**src/rtl/seq_alu.sv**
```systemverilog
// seq_alu: registered ALU with valid/ready on both sides, four status flags and
// an internal accumulator.
//
// Ports:
//   clk, rst_n          rising-edge clock, asynchronous active-low reset
//   in_valid/in_ready   operand beat handshake (A, B, op_sel)
//   acc_clr             single-cycle accumulator clear, independent of handshake
//   out_valid/out_ready result handshake
//   result, carry, overflow, zero, negative   registered result and flags
//   acc                 current accumulator value
//
// Build option: define SEQ_ALU_SAT_EN to clamp add/acc to all-ones on carry-out
// and sub to zero on borrow. Without it all arithmetic wraps.
module seq_alu #(
  parameter int unsigned WIDTH = 8
) (
  input  logic             clk,
  input  logic             rst_n,
  input  logic             in_valid,
  output logic             in_ready,
  input  logic [WIDTH-1:0] A,
  input  logic [WIDTH-1:0] B,
  input  logic [2:0]       op_sel,
  input  logic             acc_clr,
  output logic             out_valid,
  input  logic             out_ready,
  output logic [WIDTH-1:0] result,
  output logic             carry,
  output logic             overflow,
  output logic             zero,
  output logic             negative,
  output logic [WIDTH-1:0] acc
);

  typedef enum logic [2:0] {
    OpAdd = 3'b000,
    OpSub = 3'b001,
    OpAnd = 3'b010,
    OpOr  = 3'b011,
    OpXor = 3'b100,
    OpShl = 3'b101,
    OpShr = 3'b110,
    OpAcc = 3'b111
  } op_e;

  localparam int unsigned Msb = WIDTH - 1;
  localparam logic [WIDTH:0] WidthVal = (WIDTH + 1)'(WIDTH);

  // State
  logic             out_valid_q, out_valid_d;
  logic [WIDTH-1:0] result_q, result_d;
  logic             carry_q, carry_d;
  logic             overflow_q, overflow_d;
  logic             zero_q, zero_d;
  logic             negative_q, negative_d;
  logic [WIDTH-1:0] acc_q, acc_d;

  // Datapath
  op_e              op;
  logic             accept;
  logic [WIDTH-1:0] acc_in;
  logic [WIDTH:0]   ext;
  logic [WIDTH-1:0] raw;
  logic [WIDTH-1:0] fin;
  logic             cy;
  logic             ov;
  logic             shift_oob;

  assign op       = op_e'(op_sel);
  assign in_ready = !out_valid_q || out_ready;
  assign accept   = in_valid && in_ready;
  // A clear coinciding with an acc op makes that op start from zero.
  assign acc_in   = acc_clr ? '0 : acc_q;
  assign shift_oob = {1'b0, B} >= WidthVal;

  always_comb begin
    ext = '0;
    raw = '0;
    cy  = 1'b0;
    ov  = 1'b0;
    case (op)
      OpAdd: begin
        ext = {1'b0, A} + {1'b0, B};
        raw = ext[WIDTH-1:0];
        cy  = ext[WIDTH];
        ov  = (A[Msb] == B[Msb]) && (raw[Msb] != A[Msb]);
      end
      OpSub: begin
        // Top bit of the extended difference is the borrow (A < B unsigned).
        ext = {1'b0, A} - {1'b0, B};
        raw = ext[WIDTH-1:0];
        cy  = ext[WIDTH];
        ov  = (A[Msb] != B[Msb]) && (raw[Msb] != A[Msb]);
      end
      OpAnd: raw = A & B;
      OpOr:  raw = A | B;
      OpXor: raw = A ^ B;
      OpShl: raw = shift_oob ? '0 : (A << B);
      OpShr: raw = shift_oob ? '0 : (A >> B);
      OpAcc: begin
        ext = {1'b0, acc_in} + {1'b0, A};
        raw = ext[WIDTH-1:0];
        cy  = ext[WIDTH];
        ov  = (acc_in[Msb] == A[Msb]) && (raw[Msb] != acc_in[Msb]);
      end
      default: raw = '0;
    endcase
  end

  // Clamp stage; carry and overflow keep reporting the unclamped value.
  always_comb begin
    fin = raw;
`ifdef SEQ_ALU_SAT_EN
    if ((op == OpAdd || op == OpAcc) && cy) begin
      fin = '1;
    end else if (op == OpSub && cy) begin
      fin = '0;
    end
`endif
  end

  // Next-state
  always_comb begin
    out_valid_d = out_valid_q;
    result_d    = result_q;
    carry_d     = carry_q;
    overflow_d  = overflow_q;
    zero_d      = zero_q;
    negative_d  = negative_q;
    acc_d       = acc_q;

    if (accept) begin
      out_valid_d = 1'b1;
      result_d    = fin;
      carry_d     = cy;
      overflow_d  = ov;
      zero_d      = (fin == '0);
      negative_d  = fin[Msb];
    end else if (out_ready) begin
      out_valid_d = 1'b0;
    end

    if (accept && op == OpAcc) begin
      acc_d = fin;
    end else if (acc_clr) begin
      acc_d = '0;
    end
  end

  always_ff @(posedge clk or negedge rst_n) begin
    if (!rst_n) begin
      out_valid_q <= 1'b0;
      result_q    <= '0;
      carry_q     <= 1'b0;
      overflow_q  <= 1'b0;
      zero_q      <= 1'b0;
      negative_q  <= 1'b0;
      acc_q       <= '0;
    end else begin
      out_valid_q <= out_valid_d;
      result_q    <= result_d;
      carry_q     <= carry_d;
      overflow_q  <= overflow_d;
      zero_q      <= zero_d;
      negative_q  <= negative_d;
      acc_q       <= acc_d;
    end
  end

  assign out_valid = out_valid_q;
  assign result    = result_q;
  assign carry     = carry_q;
  assign overflow  = overflow_q;
  assign zero      = zero_q;
  assign negative  = negative_q;
  assign acc       = acc_q;

endmodule

```
**config.mk**
```make
export PLATFORM = sky130hd
export DESIGN_NAME = seq_alu
export DESIGN_NICKNAME = d
export VERILOG_FILES = /design/src/rtl/seq_alu.sv
export SDC_FILE = /design/constraint.sdc
export NUM_CORES = 1
export LEC_CHECK = 0
export ABC_AREA = 1
export CAP_MARGIN = 10
export CORE_MARGIN = 8
export CORE_UTILIZATION = 60
export DETAILED_ROUTE_END_ITERATION = 16
export PLACE_DENSITY_LB_ADDON = 0.12
export SKIP_CTS_REPAIR_TIMING = 1
export SLEW_MARGIN = 25
export SYNTH_ARGS = -nofsm -noshare
export SYNTH_HDL_FRONTEND = slang
export SYNTH_SLANG_ARGS = --single-unit
```
**constraint.sdc**
```tcl
create_clock -name clk -period 5.1 [get_ports clk]
set_input_delay 0.51 -clock clk [delete_from_list [all_inputs] [get_ports clk]]
set_output_delay 0.51 -clock clk [all_outputs]
set_load 0.01 [all_outputs]
```
* Word level (Yosys, flattened, before mapping)
Cells that the tools add are included.
** Operators by class
- Reductions and logical operators :: 10
- Mux-type cells :: 9
- Shifts and indexed selects :: 2
- $add $sub $neg :: 3
- Equality and inequality tests :: 13
- Bitwise logic cells :: 3
- Magnitude comparators :: 1
** Operator list (count)
- $pmux W8 S8 :: 1
- $mux W8 :: 4
- $add A8 B8 Y9 :: 2
- $eq A3 B3 Y1 const B :: 4
- $sub A8 B8 Y9 :: 1
- $and A8 B8 Y8 :: 1
- $ge A8 B4 Y1 const B :: 1
- $logic_not A8 Y1 :: 1
- $or A8 B8 Y8 :: 1
- $shl A8 B8 Y8 :: 1
- $shr A8 B8 Y8 :: 1
- $xor A8 B8 Y8 :: 1
- $eq A3 B2 Y1 const B :: 2
- $pmux W1 S3 :: 2
- $logic_and A1 B1 Y1 :: 5
- $ne A1 B1 Y1 :: 4
- $eq A3 B1 Y1 const B :: 1
- $logic_not A3 Y1 :: 1
- $eq A1 B1 Y1 :: 2
- $mux W1 :: 2
- $reduce_bool A2 Y1 :: 1
- $logic_not A1 Y1 :: 1
- $logic_or A1 B1 Y1 :: 1
** Storage, ports and cells
- Register bits after elaboration :: 21
- Input port bits :: 24

* Longest topological paths before layout
Gate-level depths: netlist (run 1).
- Depth in word-level cells :: 5
- Gate-level depth with buffers :: 17
- Gate-level depth less buffers :: 17

* Least setup slack after synthesis (run 1)
Ideal clock, no wire load.
- Kind :: input-to-reg
- Start point :: input port acc_clr
- End point :: register zero_q, in the netlist zero
- Data arrival time :: 2.336 ns
- Setup slack :: 2.686 ns
- Stages :: 16
- Buffers on the path :: 1
- Cells stage by stage :: clkbuf_1 nor2_1 ha_1 inv_1 fa_1 inv_1 nand3_1 a21oi_1 nor2_1 nor2_1 nand2_1 nor2_1 nand3_1 nor2_1 nand3_1 o21bai_1
** On the way
- Word-level cells in the longest chain between the ends :: 4
** Ends and longest elaborated chain
- start, declared :: line 24 : input logic acc_clr,
- $mux W8
- $add A8 B8 Y9 :: line 101 : ext = {1'b0, acc_in} + {1'b0, A};
- $pmux W8 S8 :: line 81 : case (op)
- $logic_not A8 Y1 :: line 137 : zero_d = (fin == '0);
- end signal, assigned :: line 164 : zero_q <= zero_d;
- end, declared :: line 54 : logic zero_q, zero_d;
Every way passes these cells.
A chain may end at the register's enable or synchronous reset.

* Final worst setup path (run 1)
- Start point :: input port B[1]
- End point :: register zero_q, in the netlist zero
** On the way
- Word-level cells in the longest chain between the ends :: 4
- Elaborated cells on any way between the ends :: 12
- Those cells by class :: add/sub: 2; order compare: 1; shift: 2; mux: 3; bitwise: 3; reduce/logical: 1
** Ends and longest elaborated chain
- start, declared :: line 22 : input logic [WIDTH-1:0] B,
- $ge A8 B4 Y1 (tied with other cells) :: line 74 : assign shift_oob = {1'b0, B} >= WidthVal;
- $mux W8 (on tied branches) :: line 99, 98
- $pmux W8 S8 (*) :: line 81
- $logic_not A8 Y1 (*) :: line 137
Mark *: on every way between the ends. The rest lies on a longest branch, timed or not.

==> results of run 1 <==
-- through the flow --
stage / util, % / std cells / hold WS, ns / total power, uW / worst slack [ns]
after CTS: 73.5 / 593 / 0.501 / 595 / 1.93
final: 73.5 / 593 / 0.491 / 603 / 1.82
after floorplan: - / 491 / 0.214 / 355 / 2.69
after detailed placement: 72.4 / 589 / 0.473 / 471 / 1.65
after global routing: 73.5 / 593 / 0.536 / 636 / 1.68
after global placement: 72.4 / 589 / 0.467 / 464 / 1.76
-- final cells by class --
type	instances	area, sq um
Clock buffer	4	55.1
Fill cell	424	1270
Inverter	68	255
Multi-Input combinational cell	387	2160
Sequential cell	20	500
Tap cell	67	83.8
Timing Repair Buffer	47	465
-- metal layers --
metal	wire length [um]	global-route usage [%]	part of all wire, %
met3	1010	4.91	9.9
met4	401	10.2	3.9
met2	4700	44.5	46
met1	4080	34.4	40
met5	0	0	0
-- state kept, by name, indices dropped and copies added, names as in the netlist --
register / cells
acc: 8
carry: 1
out_valid: 1
overflow: 1
result: 8
zero: 1
-- logic make-up after synthesis --
kind of cell,after synthesis,synth area share [%]
simple gates,288,43.7
buf+inv,84,11.2
compound gates,54,10.1
fa+ha+maj,35,15.4
flops,20,16.7
xor+xnor,10,2.92
-- worst max-delay path: stages --
cell	delay, ns
clkdlybuf4s50_1	0.81
inv_1	0.46
fa_1	0.59
nand3_1	0.12
nand3_1	0.09
xor2_1	0.17
nor2_1	0.08
nor2_1	0.10
nand3_1	0.17
nor2_1	0.15
nand3_1	0.08
o21bai_1	0.13
-- Yosys cell counts (all sizes together), types with 4 or more instances --
cell and instances:
inv 68, ha 32, nand4 25, buf 11
dfrtp 20, nor3 4, clkbuf 5, a21oi 22
o21ai 19, nand2 118, xor2 8, nand3 83
nor2 53
-- power by group through the flow --
stage               clock (uW)  sequential (uW)  combinational (uW)
CTS                        124              187                 284
detailed placement           0              189                 282
floorplan                    0              197                 159
global placement             0              189                 275
global route               132              189                 315
finish                     126              187                 291
-- final timing paths --
path                            startpoint         to  slack, ns  cells after the start
worst min-delay path             result[4]  result[4]       0.49                      2
max in group asynchronous            rst_n  result[4]       3.82                      1
worst max register to register      acc[0]       zero       2.64                     16
worst max-delay path                  B[1]       zero       1.82                     12
worst min register to register   result[4]  result[4]       0.49                      2
min in group asynchronous            rst_n     acc[3]       0.74                      1
==> results_dict.tcl, run 1 <==
set metrics [dict create \
    clkSinkCount 20 \
    drtIter0Drc 382 \
    final_area_sq_um 3520 \
    synth_cells 491 \
    arrival_ns 3.48 \
    num_vias 3624 \
    grt_max_degree 22 \
    vdd_ir_drop_max_v 0.000161 \
    placed_area_sq_um 3460 \
    viasPerCell 6.11 \
    port_buffers 45 \
    synth_edf_count 0 \
    area_delta_synth_final_pct 17.5 \
    fp.dieH_um 86.7 \
    finalMaxSlewViolations 0 \
    gp_congestion 1.03 \
    swShare_pct 40.5 \
    p_clk_share_pct 20.9 \
    post-route-min-period_ns 3.28 \
    synth_area_leaders "dfrtp_1, nand2_1, nand3_1" \
    layout.nets 586 \
    status "finished, final reports clean" \
    cts-root-buf "clkbuf_8" \
    grt_pass1_vias 3383 \
    chipWidth_um 86.7 \
    fin_worst_skew_ns 0.00497 \
    final_common_cell "nand2_1" \
    wl_per_cell_um 17.2 \
    syn-cell-area_sq_um 3000 \
    yosysSeqAreaShare_pct 16.7 \
    hold_viol 0 \
    worstMarginPinSlew_ns 0.879 \
    antenna_cells 0 \
    synth-seq-cells 20 \
    leakage_uw 0.00180 \
    grt_first_pass_wirelength_um 16400 \
    ys_warn_count 0 \
    clock_latency_ns 0.26 \
    critPathKind "in2reg" \
    final_cell_mix "nand2_1, nand3_1, inv_1, nor2_1, clkdlybuf4s50_1" \
    initial_utilization_pct 62.6 \
    yosysTopAreaCellShare_pct 16.7 \
    maxSlewHeadroom_pct 41.2 \
    fmax_ghz 0.305 \
    drc 0 \
    required_ns 5.29 \
    clkTransAtPathRegs_ns 0.08 \
    overflow 0 \
    synthArstFlopShare_pct 100 \
    dp_hpwl_um 8010 \
    seq_power_share_pct 31.0 \
    synth.avg_cell_area_sq_um 6.10 \
    finalSetupTns_ns 0 \
    pwr-share-comb_pct 48.2 \
    antenna_found_initial 0 \
    cts.path.max_buffers 2 \
    antenna_left 0 \
    cts_max_level 1 \
    cts_tree "done" \
    period_share_pct 64.3 \
    grt_setup_unrepaired "false" \
    numCtsBuffers 3 \
    synth_top_area_cell "dfrtp_1" \
    die-area_sq_um 7510 \
    layout-drive-gt1-share_pct 3.99 \
    drt-total-wl_um 10200 \
    min_path_type "reg2reg" \
    core-area_sq_um 4790 \
    grt_util_all_layers_pct 27.2 \
    maxCapViolCount 0 \
    p_per_area_nw_per_um2 171 \
    cp-start-kind "input port" \
    power_switching_uw 244 \
    yosysUniqueCellTypes 35 \
    dr.pass1.iters 6 \
    ios 46 \
    path_max_fanout 19 \
    p_int_uw 359 \
    synth_flop_cell "dfrtp_1" \
    worstSetupEndpointType "flop" \
    setup_violations 0 \
    rows 25 \
    syn_nets 550 \
]
Power figures use the tool's default switching activity.
==> run 2: changes to the inputs <==
CORE_UTILIZATION = 50   (was 60)
clock period = 3 ns   (was 5.1 ns; I/O delays follow)
==> run 2 against run 1 <==
Utilization shrank 11 points. Worst hold slack got worse by 0.0017 ns. Cell count increased by 3.9%. Combinational power up 73%. Clock skew increased by 0.0036 ns. Wire length shrank 1.6%. Global-route usage down 3.9 points. Non-clock buffer count is 15 higher.
==> results_dict.tcl, run 2 (synthesized netlist as in run 1, its figures left out) <==
set metrics [dict create \
    grt_setup_unrepaired "false" \
    leakage_uw 0.00188 \
    p_clk_share_pct 24.6 \
    cts_max_level 1 \
    setup_violations 0 \
    final_cell_mix "nand2_1, nand3_1, inv_1, nor2_1, clkdlybuf4s50_1" \
    final_common_cell "nand2_1" \
    slowest_delay_ns 0.60 \
    initial_utilization_pct 51.2 \
    core-area_sq_um 5850 \
    dr.pass1.iters 5 \
    die-area_sq_um 8730 \
    fp.dieH_um 93.4 \
    cp-start-kind "input port" \
    required_ns 3.19 \
    period_share_pct 85.2 \
    port_buffers 45 \
    crit_chain "clkdlybuf4s50_1 -> inv_1 -> ha_1 -> inv_1 -> fa_1 -> inv_1 -> nor2_1 -> nor3_1 -> nand2_1 -> nor2_1 -> nand3_1 -> nand2_1 -> nand2_1 -> nor2_1 -> nand3_1 -> o21bai_1" \
    grt_pass1_vias 3353 \
    post-route-min-period_ns 2.56 \
    grt_max_degree 22 \
    clock_latency_ns 0.26 \
    arrival_ns 2.75 \
    drtIter0Drc 308 \
    p_int_uw 686 \
    vdd_ir_drop_max_v 0.000263 \
    swShare_pct 36.9 \
    cts-root-buf "clkbuf_8" \
    area_delta_synth_final_pct 22.1 \
    cts_tree "done" \
    n_fill_cell 572 \
    min_path_type "reg2reg" \
    critPathKind "in2reg" \
    finalSetupTns_ns 0 \
    clkSinkCount 20 \
    rows 28 \
    pwr-share-comb_pct 46.4 \
    layout-drive-gt1-share_pct 6.65 \
    utilization_pct 62.5 \
    dp_hpwl_um 8240 \
    fmax_ghz 0.391 \
    holdPathStages 2 \
    chipWidth_um 93.4 \
    cts.path.max_buffers 2 \
    grt_first_pass_wirelength_um 16300 \
    num_vias 3469 \
    drc 0 \
    antenna_found_initial 0 \
    status "finished, final reports clean" \
    numCtsBuffers 3 \
    maxCapViolCount 0 \
    reg2reg_depth 16 \
    p_per_area_nw_per_um2 297 \
    layout.nets 601 \
    fin_worst_skew_ns 0.00856 \
    seq_power_share_pct 29.1 \
    gp_congestion 0.954 \
    path_max_fanout 5 \
    drt-total-wl_um 10000 \
    ios 46 \
    overflow 0 \
    viasPerCell 5.63 \
    clkTransAtPathRegs_ns 0.08 \
    maxSlewHeadroom_pct 41.2 \
    wl_per_cell_um 16.3 \
    antenna_left 0 \
    antenna_cells 0 \
    hold_viol 0 \
    worstMarginPinSlew_ns 0.879 \
    worstSetupEndpointType "flop" \
    cp_slowest_cell "clkdlybuf4s50_1" \
    finalMaxSlewViolations 0 \
    power_switching_uw 400 \
    grt_util_all_layers_pct 23.2 \
]
## run 2: cell count changes in the layout (fill, tap and decap cells not counted), sizes merged
| cell | delta |
|---|---|
| buf | +15 |
| clkbuf | -1 |
| bufinv | +1 |
## run 2: power by group through the flow
stage	registers (uW)	clock network (uW)	logic [uW]
floorplan	334	0	269
global placement	320	0	491
detailed placement	321	0	497
CTS	316	270	499
global route	320	278	554
finish	316	267	503
## run 2: critical path, delay by kind of cell
family          cells  cell delay (ns)
fa+ha+maj           2             0.64
compound gates      1             0.12
simple gates        9             0.81
buf+inv             4             0.88
## run 2: final timing paths
kind | start | slack (ns) | end
max | A[0] | 0.44 | zero
min reg2reg | result[5] | 0.49 | result[5]
max in group asynchronous | rst_n | 1.92 | acc[7]
min in group asynchronous | rst_n | 0.54 | acc[6]
min | result[5] | 0.49 | result[5]
max reg2reg | acc[0] | 0.59 | zero
## run 2: layout make-up
type                       instances  area (sq um)  area share, %
timing repair buffer              62           578           15.8
clock inverter                     1          30.0          0.821
inverter                          68           255           6.98
sequential                        20           500           13.7
tap                               75          93.8           2.56
clock buffer                       3          41.3           1.13
multi-input combinational        387          2160           59.0
## run 2: per-stage QoR
stage	setup WS, ns	power [uW]	hold slack (ns)	cells	cell area, sq um
3_5_place_dp	0.224	818	0.472	612	3590
5_1_grt	0.206	1150	0.518	616	3660
3_3_place_gp	0.252	811	0.466	612	3590
6_report	0.443	1090	0.490	616	3660
4_1_cts	0.472	1080	0.492	616	3660
2_1_floorplan	0.796	604	0.00441	491	3000
## run 2: per-layer routing
metal	part of all wire (%)	global-route usage, %	up-vias
met5	0	0	-
met4	3.9	9.53	0
met3	7.0	2.08	24
met2	46	39.2	144
met1	43	29.6	1582
li1	-	-	1719
==> run 3: changes to the inputs <==
CELL_PAD_IN_SITES_DETAIL_PLACEMENT = 0   (was unset)
CELL_PAD_IN_SITES_GLOBAL_PLACEMENT = 1   (was unset)
CORE_UTILIZATION = 35   (was 50)
==> run 3 against run 2 <==
The flow now finishes with violations (hold timing). Clock skew increased by 0.0022 ns. Fmax decreased by 5.6%. Global-route usage decreased by 4.5 points. Count of clock-buffer cells in the layout unchanged. Setup slack got worse by 0.15 ns. Critical path type unchanged. Largest cell class unchanged. Highest routed layer unchanged.
==> results_dict.tcl, run 3 (synthesized netlist as in run 1, its figures left out) <==
set metrics [dict create \
    status "finished with violations" \
    violations "hold timing" \
    die-area_sq_um 11800 \
    dr.pass1.iters 4 \
    wl_per_cell_um 17.0 \
    final_area_sq_um 3680 \
    clkTransAtPathRegs_ns 0.09 \
    critPathBufInv 4 \
    path_max_fanout 5 \
    cts.path.max_buffers 2 \
    crit_chain "clkdlybuf4s50_1 -> inv_1 -> ha_1 -> inv_1 -> fa_1 -> inv_1 -> nor2_1 -> nor3_1 -> nand2_1 -> nor2_1 -> nand3_1 -> nand2_1 -> nand2_1 -> nor2_1 -> nand3_1 -> o21bai_1" \
    required_ns 3.19 \
    core-area_sq_um 8260 \
    ios 46 \
    hold_viol 20 \
    fp.dieH_um 109 \
    slowest_delay_ns 0.63 \
    drt-total-wl_um 11000 \
    period_share_pct 90.3 \
    port_buffers 45 \
    placed_area_sq_um 3620 \
    maxSlewHeadroom_pct 68.5 \
    finalSetupTns_ns 0 \
    grt_setup_unrepaired "false" \
    numCtsBuffers 3 \
    area_delta_synth_final_pct 22.9 \
    overflow 0 \
    layout.nets 600 \
    viasPerCell 5.23 \
    fmax_ghz 0.369 \
    grt_first_pass_wirelength_um 17400 \
    critPathKind "in2reg" \
    chipWidth_um 109 \
    dpl_worst_slack_ns 0.0238 \
    leakage_uw 0.00188 \
    dp_hpwl_um 9170 \
    cp-start-kind "input port" \
    drtIter0Drc 217 \
    grt_max_degree 22 \
    cts-root-buf "clkbuf_8" \
    p_per_area_nw_per_um2 297 \
    clock_latency_ns 0.26 \
    cts_max_level 1 \
    maxCapViolCount 0 \
    clkSinkCount 20 \
    layout-drive-gt1-share_pct 6.67 \
    setup_violations 0 \
    cp_slowest_cell "clkdlybuf4s50_1" \
    antenna_found_initial 0 \
    finalMaxSlewViolations 0 \
    arrival_ns 2.90 \
    drc 0 \
    cts_tree "done" \
    worstMarginPinSlew_ns 0.472 \
    min_path_type "in2async" \
    setup_ws_ns 0.292 \
    r2r-start "acc[0]" \
    num_vias 3374 \
    antenna_cells 0 \
    worstSetupEndpointType "flop" \
    final_cell_mix "nand2_1, nand3_1, inv_1, nor2_1, clkdlybuf4s50_1" \
    final_common_cell "nand2_1" \
    rows 33 \
    grt_pass1_vias 3253 \
    initial_utilization_pct 36.3 \
    grt_util_all_layers_pct 18.7 \
    whs_ns -0.0227 \
    post-route-min-period_ns 2.71 \
    antenna_left 0 \
    gp_congestion 0.945 \
    crit_start "A[0]" \
    vdd_ir_drop_max_v 0.000141 \
    fin_worst_skew_ns 0.0107 \
    crit_family "buffers and inverters" \
]
==> run 3: cell types whose count changed in the layout (fill, tap and decap cells not counted), sizes merged <==
cell / previous run / this run
clkdlybuf4s50: 45 / 44
==> run 3: cell type report <==
| cell class | instances | area [sq um] |
|---|---|---|
| sequential | 20 | 500 |
| clock inverter | 1 | 30.0 |
| fill | 924 | 4570 |
| clock buffer | 3 | 41.3 |
| tap | 105 | 131 |
| multi-input combinational | 387 | 2160 |
| timing repair buffer | 61 | 566 |
| inverter | 68 | 255 |
==> run 3: path summary, 6_finish.rpt <==
kind / to / slack (ns) / cells after the start
min in group clk: result[4] / 0.49 / 2
setup / recovery: zero / 0.29 / 16
setup reg to reg: zero / 0.45 / 15
hold reg to reg: result[4] / 0.49 / 2
hold / removal: out_valid / -0.02 / 1
max in group asynchronous: acc[1] / 2.69 / 1
==> run 3: power breakdown <==
part	switching, uW	internal [uW]
Combinational	299	206
Clock	96.4	178
Sequential	17.1	299
Total	413	683
==> run 3: stage by stage <==
stage,std cells,util (%),total power (uW),hold WS [ns]
2_1_floorplan,491,-,604,0.00441
3_3_place_gp,641,43.8,825,0.466
3_5_place_dp,641,43.8,825,0.464
4_1_cts,645,44.7,1100,0.487
5_1_grt,645,44.6,1170,0.0122
6_report,645,44.6,1100,-0.0227
==> run 3: routing by layer <==
| layer | track usage, % | vias to the layer above | share of wire (%) |
|---|---|---|---|
| li1 | - | 1723 | - |
| met1 | 24.5 | 1534 | 44 |
| met2 | 31.9 | 105 | 48 |
| met3 | 2.62 | 12 | 5.9 |
| met4 | 4.01 | 0 | 1.9 |
| met5 | 0 | - | 0 |
